### src/rtl/board_reset_pkg.sv
// Shared definitions for the board reset sequencer: state encoding, status LED
// bit positions and the saturating lock-loss increment.
package board_reset_pkg;

    typedef enum logic [1:0] {
        IDLE      = 2'd0,
        WAIT_LOCK = 2'd1,
        HOLD      = 2'd2,
        RUN       = 2'd3
    } seq_state_e;

    localparam int LED_HEARTBEAT = 0;
    localparam int LED_NPOR      = 1;
    localparam int LED_LOCKED    = 2;
    localparam int LED_GRST      = 3;
    localparam int LED_STATE_LSB = 4;
    localparam int LED_STATE_MSB = 5;
    localparam int LED_LOSS_LSB  = 6;
    localparam int LED_LOSS_MSB  = 7;

    localparam int LOSS_W = 2;

    function automatic logic [LOSS_W-1:0] sat_inc_loss(input logic [LOSS_W-1:0] value);
        logic [LOSS_W-1:0] result;
        result = (value == {LOSS_W{1'b1}}) ? value : value + 1'b1;
        return result;
    endfunction

endpackage

### src/rtl/board_reset_seq_if.sv
// Board-side signals of the reset sequencer: asynchronous status inputs in,
// generated reset and status indications out.
interface board_reset_seq_if;

    logic       npor;
    logic       pll_locked;
    logic       global_reset_n;
    logic [1:0] seq_state;
    logic [7:0] leds;

    modport master (
        output npor,
        output pll_locked,
        input  global_reset_n,
        input  seq_state,
        input  leds
    );

    modport slave (
        input  npor,
        input  pll_locked,
        output global_reset_n,
        output seq_state,
        output leds
    );

endinterface

### src/rtl/reset_sync_2ff.sv
// Two-flop synchronizer bringing one asynchronous level into the clk domain;
// the asynchronous clear forces the synchronized output low.
module reset_sync_2ff (
    input  logic clk,
    input  logic rst_n,
    input  logic d,
    output logic q
);

    logic meta_reg;
    logic sync_reg;

    always_ff @(posedge clk or negedge rst_n) begin
        if (!rst_n) begin
            meta_reg <= 1'b0;
            sync_reg <= 1'b0;
        end else begin
            meta_reg <= d;
            sync_reg <= meta_reg;
        end
    end

    assign q = sync_reg;

endmodule

### src/rtl/board_reset_seq.sv
// Board reset sequencer: waits for PCIe npor and a filtered PLL lock, holds the
// system in reset for HOLD_CYCLES, then releases global_reset_n.
module board_reset_seq
    import board_reset_pkg::*;
#(
    parameter int HOLD_CYCLES = 1024,
    parameter int LOCK_FILTER = 16,
    parameter int HB_DIV_LOG2 = 25
) (
    input  logic               config_clk,
    input  logic               resetn,
    board_reset_seq_if.slave   bus
);

    localparam int HOLD_W = $clog2(HOLD_CYCLES);
    localparam int LOCK_W = (LOCK_FILTER > 1) ? $clog2(LOCK_FILTER) : 1;

    localparam logic [HOLD_W-1:0] HOLD_LAST = HOLD_W'(HOLD_CYCLES - 1);
    localparam logic [LOCK_W-1:0] LOCK_LAST = LOCK_W'(LOCK_FILTER - 1);

    // Index 0 carries npor, index 1 carries pll_locked.
    logic [1:0] async_in;
    logic [1:0] sync_out;
    logic       npor_s;
    logic       locked_s;

    seq_state_e              state_reg;
    seq_state_e              state_next;
    logic [LOCK_W-1:0]       lock_cnt_reg;
    logic [LOCK_W-1:0]       lock_cnt_next;
    logic [HOLD_W-1:0]       hold_cnt_reg;
    logic [HOLD_W-1:0]       hold_cnt_next;
    logic [LOSS_W-1:0]       loss_cnt_reg;
    logic [LOSS_W-1:0]       loss_cnt_next;
    logic [HB_DIV_LOG2-1:0]  hb_cnt_reg;
    logic                    grst_n_reg;
    logic [7:0]              leds_next;

    assign async_in = {bus.pll_locked, bus.npor};

    genvar gi;
    generate
        for (gi = 0; gi < 2; gi++) begin : g_sync
            reset_sync_2ff u_sync (
                .clk   (config_clk),
                .rst_n (resetn),
                .d     (async_in[gi]),
                .q     (sync_out[gi])
            );
        end
    endgenerate

    assign npor_s   = sync_out[0];
    assign locked_s = sync_out[1];

    always_ff @(posedge config_clk or negedge resetn) begin
        if (!resetn) begin
            state_reg    <= IDLE;
            lock_cnt_reg <= '0;
            hold_cnt_reg <= '0;
            loss_cnt_reg <= '0;
        end else begin
            state_reg    <= state_next;
            lock_cnt_reg <= lock_cnt_next;
            hold_cnt_reg <= hold_cnt_next;
            loss_cnt_reg <= loss_cnt_next;
        end
    end

    // Counters default to zero so any state exit (or npor loss) leaves them
    // cleared; they only advance while their own state is being held.
    always_comb begin
        state_next    = state_reg;
        lock_cnt_next = '0;
        hold_cnt_next = '0;
        loss_cnt_next = loss_cnt_reg;

        if (!npor_s) begin
            state_next = IDLE;
        end else begin
            case (state_reg)
                IDLE: begin
                    state_next = WAIT_LOCK;
                end
                WAIT_LOCK: begin
                    if (locked_s) begin
                        if (lock_cnt_reg == LOCK_LAST) begin
                            state_next = HOLD;
                        end else begin
                            lock_cnt_next = lock_cnt_reg + 1'b1;
                        end
                    end
                end
                HOLD: begin
                    if (!locked_s) begin
                        state_next    = WAIT_LOCK;
                        loss_cnt_next = sat_inc_loss(loss_cnt_reg);
                    end else if (hold_cnt_reg == HOLD_LAST) begin
                        state_next = RUN;
                    end else begin
                        hold_cnt_next = hold_cnt_reg + 1'b1;
                    end
                end
                RUN: begin
                    if (!locked_s) begin
                        state_next    = WAIT_LOCK;
                        loss_cnt_next = sat_inc_loss(loss_cnt_reg);
                    end
                end
                default: begin
                    state_next = IDLE;
                end
            endcase
        end
    end

    // Decoded from state_next so the flop tracks the RUN state cycle-for-cycle
    // while still coming straight off a register.
    always_ff @(posedge config_clk or negedge resetn) begin
        if (!resetn) begin
            grst_n_reg <= 1'b0;
        end else begin
            grst_n_reg <= (state_next == RUN);
        end
    end

    always_ff @(posedge config_clk or negedge resetn) begin
        if (!resetn) begin
            hb_cnt_reg <= '0;
        end else begin
            hb_cnt_reg <= hb_cnt_reg + 1'b1;
        end
    end

    always_comb begin
        leds_next                              = '0;
        leds_next[LED_HEARTBEAT]               = hb_cnt_reg[HB_DIV_LOG2-1];
        leds_next[LED_NPOR]                    = npor_s;
        leds_next[LED_LOCKED]                  = locked_s;
        leds_next[LED_GRST]                    = grst_n_reg;
        leds_next[LED_STATE_MSB:LED_STATE_LSB] = state_reg;
        leds_next[LED_LOSS_MSB:LED_LOSS_LSB]   = loss_cnt_reg;
    end

    assign bus.global_reset_n = grst_n_reg;
    assign bus.seq_state      = state_reg;
    assign bus.leds           = leds_next;

endmodule

### src/flat_wrapper.sv
// flat-port wrapper written by rule: the top's interface ports become plain ports
module board_reset_seq_flat import board_reset_pkg::*;
#(
    parameter int HOLD_CYCLES = 1024,
    parameter int LOCK_FILTER = 16,
    parameter int HB_DIV_LOG2 = 25
)
  (config_clk, resetn, bus_npor, bus_pll_locked, bus_global_reset_n, bus_seq_state, bus_leds);
  board_reset_seq_if bus_i ();
  input  logic config_clk;
  input  logic resetn;
  input wire logic [$bits(bus_i.npor)-1:0] bus_npor;
  input wire logic [$bits(bus_i.pll_locked)-1:0] bus_pll_locked;
  output wire logic [$bits(bus_i.global_reset_n)-1:0] bus_global_reset_n;
  output wire logic [$bits(bus_i.seq_state)-1:0] bus_seq_state;
  output wire logic [$bits(bus_i.leds)-1:0] bus_leds;
  assign bus_i.npor = bus_npor;
  assign bus_i.pll_locked = bus_pll_locked;
  assign bus_global_reset_n = bus_i.global_reset_n;
  assign bus_seq_state = bus_i.seq_state;
  assign bus_leds = bus_i.leds;
  board_reset_seq #(.HOLD_CYCLES(HOLD_CYCLES), .LOCK_FILTER(LOCK_FILTER), .HB_DIV_LOG2(HB_DIV_LOG2)) u_core (.config_clk(config_clk), .resetn(resetn), .bus(bus_i));
endmodule
### config.mk
export PLATFORM = sky130hd
export DESIGN_NAME = board_reset_seq_flat
export DESIGN_NICKNAME = d
export VERILOG_FILES = /design/src/rtl/board_reset_pkg.sv /design/src/rtl/board_reset_seq_if.sv /design/src/rtl/reset_sync_2ff.sv /design/src/rtl/board_reset_seq.sv /design/src/flat_wrapper.sv
export SDC_FILE = /design/constraint.sdc
export NUM_CORES = 1
export LEC_CHECK = 0
export ABC_CLOCK_PERIOD_IN_PS = 1600
export BUFFER_PORTS_ARGS = -buffer_cell sky130_fd_sc_hd__buf_2
export CAP_MARGIN = 20
export CORE_MARGIN = 3
export CORE_UTILIZATION = 30
export CTS_BUF_LIST = sky130_fd_sc_hd__clkbuf_2
export DETAILED_ROUTE_END_ITERATION = 10
export HOLD_SLACK_MARGIN = 0.12
export PLACE_DENSITY = 0.43
export REMOVE_ABC_BUFFERS = 1
export SETUP_SLACK_MARGIN = 0.02
export SYNTH_ARGS = -nofsm -noshare
export SYNTH_HDL_FRONTEND = slang
export SYNTH_HIERARCHICAL = 1
export SYNTH_SLANG_ARGS = --single-unit
### constraint.sdc
create_clock -name config_clk -period 1.6 [get_ports config_clk]
set_clock_uncertainty 0.1 [all_clocks]
set_input_delay 0.32 -clock config_clk [delete_from_list [all_inputs] [get_ports config_clk]]
set_output_delay 0.32 -clock config_clk [all_outputs]
set_load 0.02 [all_outputs]
==> flow_summary.json <==
{
  "power.share.clock_pct": 27.4,
  "relSlewSlack_pct": 75.5,
  "grt_pass1_vias": 1491,
  "remaining_drc_errors": 0,
  "synth_cells": 177,
  "arrival_ps": 1830,
  "num_rows": 29,
  "async_flop_share_pct": 100,
  "io_pins": 15,
  "status": "complete, no violations",
  "hold_violations": 0,
  "io_buffer_count": 14,
  "area_growth_pct": 29.5,
  "fillers": 622,
  "dr.first_iter.drc_count": 44,
  "ys_ff_latch": 48,
  "finalInstanceArea_mm2": 0.00271,
  "crit_slowest_cell": "dfrtp_1",
  "tns_ps": 0,
  "antenna_found_initial": 0,
  "cts_buffers": 5,
  "vias_per_cell": 4.76,
  "power_switching_mw": 0.437,
  "p_sw_share_pct": 24.4,
  "multi_input_area_um2": 912,
  "die_x_um": 89.5,
  "worstMarginPinSlew_ps": 365,
  "vias": 1485,
  "start_kind": "register",
  "cts.sinks": 48,
  "drive_gt1_share_pct": 36.2,
  "p_int_mw": 1.35,
  "nets": 242,
  "wirelength_mm": 3.99,
  "synth_cell_types": 30,
  "final_util_pct": 41.4,
  "finalCriticalPeriod_ps": 1590,
  "largest_reg_flops": 25,
  "grt-ovfl-total": 0,
  "p_per_area_mw_per_mm2": 661,
  "min_path_type": "input pin to async pin",
  "dp_slack_ps": -167,
  "slew_viol_final": 0,
  "grt_max_degree": 49,
  "grt_pass1_wl_mm": 6.75,
  "cts.htree.levels": 2,
  "area.sequential_mm2": 0.00120,
  "fmax_ghz": 0.627,
  "clk_pin_slew_worst_paths_ps": 250,
  "layout_common_cells": "dfrtp_1 (46), buf_4 (36), xnor2_1 (21)",
  "peakVddDrop_mv": 0.305,
  "start_util_pct": 32.0,
  "synth-edff-count": 0,
  "cap_violations": 0,
  "insertedDiodeCount": 0,
  "die_h_um": 89.5,
  "die_area_mm2": 0.00800,
  "antenna_left": 0,
  "cp_max_fo": 5,
  "dp_hpwl_mm": 2.78,
  "combPwrFrac_pct": 3.7,
  "cts_buffer_depth": 2,
  "power.total_mw": 1.79,
  "cts_tree": "yes",
  "track_usage_pct": 11.2,
  "clock_latency_ps": 420,
  "ys_warn_count": 6,
  "fin_ws_ps": 5.83,
  "crit_type": "register to register",
  "syn_avg_cell_area_um2": 11.8,
  "layout_commonest_cell": "dfrtp_1",
  "min_period_over_period_pct": 99.6,
  "wl_per_cell_um": 12.8,
  "cp-end-kind": "register",
  "ys.flop_type": "dfrtp_1",
  "crit_required_ps": 1840,
  "place_congestion": 0.746,
  "place_area_mm2": 0.00242,
  "p_leak_nw": 1.32,
  "yosysSeqAreaShare_pct": 57.5,
  "root_buffer": "clkbuf_2",
  "rsz0062_at_grt": "true",
  "core-area_mm2": 0.00653,
  "first_pass_iters": 4,
  "syn-cell-area_mm2": 0.00209,
  "setup_viol": 0,
  "crit_chain": "ha_2, nand4_1, nor4_4, buf_4, xor2_1",
  "seqPwrFrac_pct": 68.9,
  "cp_slowest_stage_delay_ps": 410
}
[critical path, delay by kind of cell (launching register included)]
kind / cells / cell delay [ps]
buffers and inverters: 1 / 180
AND/OR/NAND/NOR: 2 / 500
XOR/XNOR: 1 / 140
flip-flops: 1 / 410
adder cells (fa/ha/maj): 1 / 190
[cells in the mapped netlist (all sizes together) (3+ instances only)]
cell type	count	area, um2
dfrtp	48	1200
xnor2	21	184
nor2	16	60.1
nand2	13	48.8
nand3	12	60.1
xor2	12	105
nand4	10	77.6
buf	7	50.0
and4	5	43.8
inv	5	18.8
ha	4	50.1
and3	3	18.8
nor4	3	48.8
[metrics by stage]
stage	std cells	hold WS [ps]
detailed placement	288	227
floorplan	170	-75.6
CTS	306	238
global placement	288	223
finish	312	256
global route	312	267
[logic make-up (layout without fill, tap and decap cells)]
logic type	count (synthesis)	after routing	synth area share, %
and+or+nand+nor	70	71	19.4
DFF	48	48	57.5
xor gates and xnor gates	33	33	13.8
buffers and inverters	12	69	3.29
AOI/OAI and AO/OA	9	9	3.05
adders and majority gates	4	4	2.40
muxes	1	1	0.539
[routing by layer]
| metal | vias to the layer above | global-route usage, % | routed length [um] |
|---|---|---|---|
| met3 | 6 | 3.04 | 111 |
| met1 | 735 | 12.1 | 1680 |
| met2 | 24 | 20.4 | 2130 |
| met5 | - | 0 | 0 |
| li1 | 720 | - | - |
| met4 | 0 | 4.87 | 65 |
[final cells by class]
type	instances	share of cell area, %
flip-flops and latches	48	44.5
multi-input cells	118	33.7
repair buffers	56	16.0
well taps	77	3.56
clock buffers	5	0.925
clock inverters	3	0.693
inverters	5	0.693
[path summary, 6_finish.rpt]
kind | start | endpoint | slack (ps) | depth (start not counted)
setup reg to reg | u_core/hb_cnt_reg[0] | u_core/hb_cnt_reg[16] | 6 | 5
setup / recovery | u_core/hb_cnt_reg[0] | u_core/hb_cnt_reg[16] | 6 | 5
min in group config_clk | u_core/g_sync[1].u_sync/meta_reg | u_core/g_sync[1].u_sync/q | 260 | 0
hold reg to reg | u_core/g_sync[1].u_sync/meta_reg | u_core/g_sync[1].u_sync/q | 260 | 0
max in group asynchronous | resetn | u_core/hb_cnt_reg[12] | 870 | 3
hold / removal | resetn | u_core/hold_cnt_reg[7] | 260 | 3
[power by group through the flow]
stage          clock (mW)  sequential, mW  combinational, mW
6_report            0.490            1.23             0.0661
5_1_grt             0.571            1.24             0.0755
4_1_cts             0.531            1.23             0.0609
3_5_place_dp            0            1.25             0.0572
3_3_place_gp            0            1.25             0.0556
2_1_floorplan           0            1.26            0.00481
[timing repair]
item / CTS / global route
gates cloned: 1 / 0
setup buffers: 7 / 8
pin swaps: 16 / 9
endpoints found under the setup margin: 21 / 30
resized for setup: 13 / 19
endpoints found under the hold margin: 50 / 0
hold buffers: 3 / 0
(Power assumes the default switching activity.)
